--- src/rtl/board_scanner_pkg.sv ---
// Shared board geometry, scanner FSM encoding and cell indexing.
// Used by the generation engine and the LED board scanner.
package board_scanner_pkg;

    localparam int BOARD_ROWS = 16;
    localparam int BOARD_COLS = 16;
    localparam int BOARD_W    = BOARD_ROWS * BOARD_COLS;

    localparam logic [2:0] S_IDLE  = 3'd0;
    localparam logic [2:0] S_LOAD  = 3'd1;
    localparam logic [2:0] S_SHIFT = 3'd2;
    localparam logic [2:0] S_LATCH = 3'd3;
    localparam logic [2:0] S_DWELL = 3'd4;

    function automatic int idx(input int r, input int c);
        return r * BOARD_COLS + c;
    endfunction

endpackage

--- src/rtl/board_scanner_col_shifter.sv ---
// Serialises one row MSB-first onto sclk/sdata, CLK_DIV cycles per
// sclk half-period; done_o marks the last high phase.
module board_scanner_col_shifter #(
    parameter int COLS    = 16,
    parameter int CLK_DIV = 2
) (
    input  logic            clk,
    input  logic            reset,
    input  logic            load_i,
    input  logic [COLS-1:0] data_i,
    output logic            sclk_o,
    output logic            sdata_o,
    output logic            shift_o,
    output logic            done_o
);

    localparam int DVW = (CLK_DIV > 1) ? $clog2(CLK_DIV) : 1;
    localparam int BW  = (COLS > 1) ? $clog2(COLS) : 1;

    logic            busy_q, busy_d;
    logic            phase_q, phase_d;
    logic [DVW-1:0]  div_q, div_d;
    logic [BW-1:0]   bit_q, bit_d;
    logic [COLS-1:0] sh_q, sh_d;
    logic            last_div;

    assign last_div = (div_q == DVW'(CLK_DIV - 1));
    assign shift_o  = busy_q && phase_q && last_div;
    assign done_o   = shift_o && (bit_q == BW'(COLS - 1));
    assign sclk_o   = busy_q && phase_q;
    // MSB is visible during the load cycle, before the first rising edge
    assign sdata_o  = load_i ? data_i[COLS-1] : sh_q[COLS-1];

    always_comb begin
        busy_d  = busy_q;
        phase_d = phase_q;
        div_d   = div_q;
        bit_d   = bit_q;
        sh_d    = sh_q;
        if (load_i) begin
            sh_d    = data_i;
            busy_d  = 1'b1;
            phase_d = 1'b0;
            div_d   = '0;
            bit_d   = '0;
        end else if (busy_q) begin
            if (last_div) begin
                div_d   = '0;
                phase_d = !phase_q;
                if (phase_q) begin
                    sh_d  = {sh_q[COLS-2:0], 1'b0};
                    bit_d = bit_q + 1'b1;
                    if (done_o) begin
                        busy_d = 1'b0;
                    end
                end
            end else begin
                div_d = div_q + 1'b1;
            end
        end
    end

    always_ff @(posedge clk or negedge reset) begin
        if (!reset) begin
            busy_q  <= 1'b0;
            phase_q <= 1'b0;
            div_q   <= '0;
            bit_q   <= '0;
            sh_q    <= '0;
        end else begin
            busy_q  <= busy_d;
            phase_q <= phase_d;
            div_q   <= div_d;
            bit_q   <= bit_d;
            sh_q    <= sh_d;
        end
    end

endmodule

--- src/rtl/board_scanner.sv ---
// Double-buffered LED matrix row scanner for generation-engine boards.
// Define BOARD_SCANNER_LIVE_COUNT_EN to add a per-frame live cell count.
module board_scanner
    import board_scanner_pkg::*;
#(
    parameter int ROWS    = BOARD_ROWS,
    parameter int COLS    = BOARD_COLS,
    parameter int CLK_DIV = 2,
    parameter int DWELL   = 1024
) (
    input  logic                 clk,
    input  logic                 reset,
    input  logic [ROWS*COLS-1:0] board_in,
    input  logic                 board_valid,
    output logic                 board_ready,
    output logic                 sclk,
    output logic                 sdata,
    output logic                 latch,
    output logic [ROWS-1:0]      row_en,
    output logic                 frame_done,
    output logic [8:0]           live_count
);

    localparam int W   = ROWS * COLS;
    localparam int RW  = (ROWS > 1) ? $clog2(ROWS) : 1;
    localparam int DWW = (DWELL > 1) ? $clog2(DWELL) : 1;

    logic [2:0]      state_q, state_d;
    logic [RW-1:0]   row_q, row_d;
    logic [DWW-1:0]  dwell_q, dwell_d;
    logic [W-1:0]    act_q, act_d;
    logic [W-1:0]    pend_q, pend_d;
    logic            full_q, full_d;
    logic            fd_q, fd_d;
    logic            load_w, swap_w;
    logic            dwell_end, last_row, frame_end;
    logic            sh_shift, sh_done;
    logic [COLS-1:0] row_bits;

    assign dwell_end = (state_q == S_DWELL)
                    && (dwell_q == DWW'(DWELL - 1));
    assign last_row  = (row_q == RW'(ROWS - 1));
    assign frame_end = dwell_end && last_row;
    assign row_bits  = act_q[int'(row_q)*COLS +: COLS];

    assign board_ready = !full_q;
    assign latch       = (state_q == S_LATCH);
    assign frame_done  = fd_q;
    // Rows are only driven during dwell so shifting never ghosts
    assign row_en = (state_q == S_DWELL)
                  ? (ROWS'(1) << row_q) : '0;

    board_scanner_col_shifter #(
        .COLS    (COLS),
        .CLK_DIV (CLK_DIV)
    ) u_shift (
        .clk     (clk),
        .reset   (reset),
        .load_i  (load_w),
        .data_i  (row_bits),
        .sclk_o  (sclk),
        .sdata_o (sdata),
        .shift_o (sh_shift),
        .done_o  (sh_done)
    );

    always_comb begin
        state_d = state_q;
        row_d   = row_q;
        dwell_d = dwell_q;
        act_d   = act_q;
        pend_d  = pend_q;
        full_d  = full_q;
        fd_d    = 1'b0;
        load_w  = 1'b0;
        swap_w  = 1'b0;
        if (board_valid && !full_q) begin
            pend_d = board_in;
            full_d = 1'b1;
        end
        unique case (state_q)
            S_IDLE: begin
                swap_w = full_q;
            end
            S_LOAD: begin
                load_w  = 1'b1;
                state_d = S_SHIFT;
            end
            S_SHIFT: begin
                if (sh_done) begin
                    state_d = S_LATCH;
                end
            end
            S_LATCH: begin
                dwell_d = '0;
                state_d = S_DWELL;
            end
            S_DWELL: begin
                if (dwell_end) begin
                    dwell_d = '0;
                    state_d = S_LOAD;
                    if (last_row) begin
                        row_d  = '0;
                        swap_w = full_q;
                    end else begin
                        row_d = row_q + 1'b1;
                    end
                end else begin
                    dwell_d = dwell_q + 1'b1;
                end
            end
            default: begin
                state_d = S_IDLE;
            end
        endcase
        // Swaps only happen between frames, never mid-frame
        if (swap_w) begin
            act_d   = pend_q;
            full_d  = 1'b0;
            fd_d    = 1'b1;
            row_d   = '0;
            state_d = S_LOAD;
        end
    end

    always_ff @(posedge clk or negedge reset) begin
        if (!reset) begin
            state_q <= S_IDLE;
            row_q   <= '0;
            dwell_q <= '0;
            act_q   <= '0;
            pend_q  <= '0;
            full_q  <= 1'b0;
            fd_q    <= 1'b0;
        end else begin
            state_q <= state_d;
            row_q   <= row_d;
            dwell_q <= dwell_d;
            act_q   <= act_d;
            pend_q  <= pend_d;
            full_q  <= full_d;
            fd_q    <= fd_d;
        end
    end

`ifdef BOARD_SCANNER_LIVE_COUNT_EN
    logic [8:0] acc_q, acc_d;
    logic [8:0] live_q, live_d;

    always_comb begin
        acc_d  = acc_q;
        live_d = live_q;
        if (frame_end) begin
            live_d = acc_q;
            acc_d  = '0;
        end else if (sh_shift) begin
            acc_d = acc_q + {8'd0, sdata};
        end
    end

    always_ff @(posedge clk or negedge reset) begin
        if (!reset) begin
            acc_q  <= '0;
            live_q <= '0;
        end else begin
            acc_q  <= acc_d;
            live_q <= live_d;
        end
    end

    assign live_count = live_q;
`else
    logic unused_shift;
    assign unused_shift = sh_shift;
    assign live_count   = '0;
`endif

endmodule
--- config.mk ---
export PLATFORM = sky130hd
export DESIGN_NAME = board_scanner
export DESIGN_NICKNAME = d
export VERILOG_FILES = /design/src/rtl/board_scanner_pkg.sv /design/src/rtl/board_scanner_col_shifter.sv /design/src/rtl/board_scanner.sv
export SDC_FILE = /design/constraint.sdc
export NUM_CORES = 1
export LEC_CHECK = 0
export CAP_MARGIN = 20
export CORE_AREA = 2 2 204 206
export DETAILED_ROUTE_END_ITERATION = 8
export DIE_AREA = 0 0 206 208
export PLACE_DENSITY = 0.91
export SLEW_MARGIN = 15
export SYNTH_ARGS = -nofsm -noshare
export SYNTH_HDL_FRONTEND = slang
export SYNTH_HIERARCHICAL = 1
export SYNTH_SLANG_ARGS = --single-unit
--- constraint.sdc ---
create_clock -name clk -period 5.1 [get_ports clk]
set_input_delay 1.02 -clock clk [delete_from_list [all_inputs] [get_ports clk]]
set_output_delay 1.02 -clock clk [all_outputs]
set_load 0.01 [all_outputs]
==> flow_metrics.env <==
export IMPL_syn2layout_area_growth_pct=20.9
export IMPL_clk_pin_slew_worst_paths_ns=0.06
export IMPL_grt_pass1_vias=14752
export IMPL_max_freq_ghz=0.227
export IMPL_rsz0062_at_grt="false"
export IMPL_arrival_ns=3.38
export IMPL_track_usage_pct=26.2
export IMPL_final_cell_mix="dfrtp_1 (552), mux2_2 (306), clkdlybuf4s50_1 (278)"
export IMPL_critPathSlowestCell="dfrtp_4"
export IMPL_wl_um=54300
export IMPL_seq_area_frac_synth_pct=57.6
export IMPL_syn_avg_cell_area_sq_um=16.3
export IMPL_io_pins=289
export IMPL_die_x_um=206
export IMPL_crit_type="reg -> out"
export IMPL_yosysTopAreaCellShare_pct=57.6
export IMPL_critPathMaxStageDelay_ns=0.82
export IMPL_first_pass_iters=6
export IMPL_antenna_found_initial=2
export IMPL_leakagePower_nw=12.5
export IMPL_drc_errors=0
export IMPL_vias_per_cell=5.77
export IMPL_cts_setup_buffers=0
export IMPL_hold_violations=0
export IMPL_dp_cells=2221
export IMPL_fin_crit_sh_pct=86.3
export IMPL_ys_warn_count=6
export IMPL_numCtsBuffers=56
export IMPL_hpwl_um=36700
export IMPL_cp_required_ns=4.08
export IMPL_synth_distinct_cells=49
export IMPL_ir_worst_vdd_uv=358
export IMPL_drt_iter0_drc=922
export IMPL_die_area_sq_um=42800
export IMPL_syn_area_sq_um=24100
export IMPL_setup_violations=0
export IMPL_layout_commonest_cell="dfrtp_1"
export IMPL_nets=2014
export IMPL_place_area_sq_um=27200
export IMPL_cts_hold_repair_buffers=0
export IMPL_vias=13409
export IMPL_syn_instance_count=1476
export IMPL_htreeDepth=2
export IMPL_clock_latency_ns=0.60
export IMPL_path_buf_inv=1
export IMPL_cp_max_fo=29
export IMPL_clock_sinks=554
export IMPL_synth_top_area_cell="dfrtp_1"
export IMPL_skew_ns=0.0109
export IMPL_slew_violations=0
export IMPL_cp_end_kind="primary output"
export IMPL_hold_class="in -> async"
export IMPL_timing_rr_start="row_q[0]"
export IMPL_rows=74
export IMPL_period_needed_ns=4.40
export IMPL_drive_above_1_share_pct=39.4
export IMPL_core_region_area_sq_um=40600
export IMPL_synth_edff_count=0
export IMPL_tightest_slew_ns=1.03
export IMPL_clockBufferDepth=3
export IMPL_fillCellCount=2527
export IMPL_grt_pass1_wl_um=85600
export IMPL_fin_area_sq_um=29100
export IMPL_path_cells="mux4_2, a22o_1, a221o_1, mux2_2, clkdlybuf4s50_1"
export IMPL_timing_critical_path_from="row_q[0]"
export IMPL_place_congestion=0.862
export IMPL_ys_flop_type="dfrtp_1"
export IMPL_cts_root_buf="clkbuf_16"
export IMPL_dieHeight_um=208
export IMPL_grt_overflow_total=0
export IMPL_status="finished, final reports clean"
export IMPL_grt_max_degree=129
export IMPL_multiInputGateArea_sq_um=9500
export IMPL_wl_per_cell_um=23.4
export IMPL_io_buffers=279
export IMPL_synth_seq_cells=554
export IMPL_cts_resized=0
export IMPL_cts_tree="built"
export IMPL_cp_start_kind="flip-flop"
export IMPL_start_util_pct=59.4
export IMPL_stdcell_count=2323
export IMPL_ant_nets=0
export IMPL_powerDensity_nw_per_um2=653
export IMPL_synthArstFlopShare_pct=100
export IMPL_whs_ns=0.438
export IMPL_cp_top_family="multiplexers"
export IMPL_regArea_sq_um=13900
export IMPL_ys_top_cells_by_area="dfrtp_1 (58%), mux2_2 (14%), mux2_4 (13%)"
export IMPL_slew_headroom_pct=31.1
export IMPL_fin_setup_tns_ns=0
export IMPL_maxCapViolations=0
## registers in the layout (all words and copies together) (netlist names)
register,flops
pend_q,256
u_shift/sh_q,16
u_shift/busy_q,1
u_shift/bit_q,4
frame_done,1
act_q,256
u_shift/phase_q,1
u_shift/div_q,1
row_q,4
state_q,3
full_q,1
dwell_q,10
## per-layer routing
layer | share of wire, % | GRT usage (%) | vias up
li1 | - | - | 5897
met1 | 41 | 35.2 | 7035
met2 | 51 | 43.1 | 378
met3 | 5.1 | 4.48 | 99
met4 | 3.4 | 9.88 | 0
met5 | 0 | 0 | -
## worst reg2reg max path: stages (launching register included)
cell	delay, ns
dfrtp_4	0.82
buf_4	0.58
ha_1	0.37
and3_1	0.27
a41o_4	0.79
buf_12	0.41
mux2_2	0.45
## final timing paths
path                              end  slack [ns]  cells after the start
setup / recovery                sdata        0.70                      5
hold / removal             act_q[199]        0.44                      1
setup reg to reg             act_q[3]        1.29                      6
hold reg to reg            act_q[236]        0.50                      1
max in group asynchronous    act_q[6]        3.54                      2
min in group clk           act_q[236]        0.50                      1
## through the flow
stage / setup slack, ns / power [mW] / util [%]
2_1_floorplan: 1.85 / 13.3 / -
3_3_place_gp: 1.26 / 14.4 / 67.2
3_5_place_dp: 1.28 / 14.9 / 67.2
4_1_cts: 0.638 / 19.2 / 71.8
5_1_grt: 0.556 / 20.0 / 71.8
6_report: 0.697 / 19.0 / 71.8
## synth_stat cells (4+ instances only)
cell and number:
nand4_1 4, and3_1 15, and2_1 9, mux2_2 306
ha_1 8, o21ai_0 13, buf_8 20, a31oi_1 4
inv_1 9, nand3_1 5, a221o_1 16, nor2_1 19
buf_2 16, nand2_1 33, buf_4 10, mux4_2 64
clkbuf_1 48, nor2b_1 17, dfrtp_1 554, a21oi_1 39
mux2_4 207, a22o_1 16, buf_6 6
## where the power goes
group          total [mW]  leakage [nW]  internal (mW)  switching, mW
sequential           8.04          6.55           6.68           1.36
clock                4.19         0.925           2.49           1.69
combinational        6.80          4.98           4.38           2.42
## logic make-up (layout without fill, tap and decap cells)
logic type | Yosys count | after routing | synth area share, %
AO/OA/AOI/OAI | 98 | 98 | 2.76
XOR/XNOR | 5 | 5 | 0.182
adder cells (fa/ha/maj) | 8 | 8 | 0.416
buffers and inverters | 115 | 421 | 3.23
flip-flops | 554 | 554 | 57.6
multiplexers | 577 | 577 | 33.2
other | 1 | 10 | 0.0156
AND/OR/NAND/NOR | 118 | 118 | 2.63
## cell type report
| type | count | share of cell area [%] |
|---|---|---|
| Tap cell | 532 | 2.29 |
| Antenna cell | 1 | 0.00859 |
| Sequential cell | 554 | 47.6 |
| Multi-Input combinational cell | 815 | 32.6 |
| Clock inverter | 13 | 0.584 |
| Timing Repair Buffer | 310 | 10.9 |
| Inverter | 10 | 0.129 |
| Clock buffer | 88 | 5.88 |
Note: power is estimated with default switching activity, not from simulation.
==> patch: new RTL, config.mk and constraints unchanged <==
Add a define of `BOARD_SCANNER_LIVE_COUNT_EN`.
--- a/src/rtl/board_scanner.sv
+++ b/src/rtl/board_scanner.sv
@@ -1,5 +1,7 @@
 // Double-buffered LED matrix row scanner for generation-engine boards.
 // Define BOARD_SCANNER_LIVE_COUNT_EN to add a per-frame live cell count.
+`define BOARD_SCANNER_LIVE_COUNT_EN
+
 module board_scanner
     import board_scanner_pkg::*;
 #(
Formal check against the unedited RTL: no difference found for any inputs over 10 cycles, from zero or initial values and one cycle with reset low; that may be too few to reach the edited logic, so the function may still have changed.
==> patch against the original RTL <==
  * Wire length down 1.1%
  * Power down 8.2%
  * Sequential cell count up 18
  * Die area unchanged
  * Combinational power down 22%
  * Final cell count up 3.1%
  * Utilization down 0.20 points
  * Synthesized area down 1.0%
  * Cell area down 0.28%
  * Sequential share of layout area up 1.7 points
  * Setup slack better by 0.062 ns
  * Largest cell class unchanged
  * Highest routed layer is now met5
==> patch: results (changes against the original RTL) <==
### Status
• finished clean — outcome

### Clock tree
• 0.06 ns — clock-pin slew on the worst setup and hold paths, about the same
• 57 — number of buffers inserted during clock tree synthesis, +1.8%
• 572 — Clock Sinks, +3.2%

### Pwr
• 517.1 uV — maximum vdd ir drop, +44%
• 0.01205 uW — Leak Pwr, -3.3%

### Global route
• 25.92% — GRT Resource Usage Total, -0.31 points
• 84700 um — wire length of the first global-routing pass, -1.1%
• 18 — antenna violations before repair, +16
• 33.84% — met1 Usage GRT, -1.4 points
• 14860 — vias in the first global route, +0.73%
• 4.041% — met3 GRT Util, -0.44 points
• 43.22% — global routing met2 resource utilization, +0.10 points

### Worst setup path
• 3.32 ns — critical path data arrival time, -0.06 ns
• 24 — Critical Path Fanout Max, -17%
• sky130_fd_sc_hd__dfrtp_4 — highest-delay cell along the critical path
• 0.76 ns — CP peak stage delay, -0.06 ns
• act_q[172]$_DFFE_PN0P_ — end of the worst register-to-register path
• 7 — number of cell instances on the worst register-to-register path, +1

### Place
• 288 — number of buffers added on ports, +3.2%
• 1.249 ns — setup slack at placement, -0.03161 ns
• 0.8389 — global placer's final weighted congestion, -2.6%
• 2275 — number of cells after detailed placement, +2.4%

### Route
• met5 — highest routing layer actually used
• 21770 um — routed length on met1, -1.9%
• 1011 — Detailed Route Iter0 Violations, +9.7%
• 5.785 — number of vias per cell, +0.23%
• 27360 um — met2 wire len, -0.42%
• 22.42 um — routed length per placed instance, -4.0%
• 2483 um — routed wire length on met3, -11%

### Logic synthesis
• 60.06% — sequential cell area fraction in the yosys report, +2.5 points
• sky130_fd_sc_hd__dfrtp_1 (572), sky130_fd_sc_hd__mux2_2 (324), sky130_fd_sc_hd__mux2_1 (200), sky130_fd_sc_hd__mux4_2 (64), sky130_fd_sc_hd__clkbuf_1 (47) — most frequent cells after synthesis
• 47 — count of unique library cells instantiated by Yosys, -4.1%
• 15.60 sq um — post-synthesis area per instance, -4.4%
• sky130_fd_sc_hd__dfrtp_1 (60%), sky130_fd_sc_hd__mux2_2 (15%), sky130_fd_sc_hd__mux2_1 (9.4%), sky130_fd_sc_hd__mux4_2 (6.0%), sky130_fd_sc_hd__a21oi_1 (0.76%) — top post-synthesis cells by area

### STA
• 230.4 MHz — highest attainable clock frequency, +1.4%
• 0.4677 ns — hold slack, +0.03008 ns
• 0.01985 ns — largest clock skew in the final design, +0.008934 ns
• 35.52% — headroom to the max-slew limit, +4.4 points

### Cells and area
• 16 — Antenna Cells, +15
• 8960 sq um — area occupied by multi-input gates, -5.6%
• 29040 sq um — finished layout cell area, -0.28%
• 10.90% — portion of the layout cell area used by non-clock buffers, +0.022 points
• 78 — clk_buf instances, -11%
• 2610 — filler instances, +3.3%
• 2071 — total number of nets in the final design, +2.8%
• 851 — comb_multi_in, +4.4%
• 2394 — final std cells w/o fill, +3.1%
• 27.68% — share of cells above drive strength 1, -12 points
• 49.31% — share of the final layout cell area in sequential cells, +1.7 points
• 6.372% — portion of the layout cell area used by clock cells, -0.094 points

### Worst hold path
• input port to async pin — class of the tightest hold or removal check

## patch: cell types whose count changed after synthesis, moves of 7 or more
cell / delta
sky130_fd_sc_hd__mux2_4: -207
sky130_fd_sc_hd__mux2_1: +200
sky130_fd_sc_hd__nor2_1: +22
sky130_fd_sc_hd__buf_8: -20
sky130_fd_sc_hd__dfrtp_1: +18
sky130_fd_sc_hd__mux2_2: +18
sky130_fd_sc_hd__and3_1: -12
sky130_fd_sc_hd__nand2_1: +12
sky130_fd_sc_hd__buf_6: +10
sky130_fd_sc_hd__and2_1: -7
## patch: cells by family after synthesis
group | count (synthesis) | share of synthesized area (%)
adders and majority gates | 10 | 0.5250
muxes | 591 | 30.93
AOI/OAI and AO/OA | 93 | 2.709
and+or+nand+nor | 145 | 2.935
xor gates and xnor gates | 12 | 0.4410
DFF | 572 | 60.06
buffers and inverters | 105 | 2.404
## patch: report_power, final
part           total [uW]  internal (uW)  switching, uW
logic                5290           3080           2220
clock network        4120           2380           1740
registers            8060           6820           1230
total               17500          12300           5190
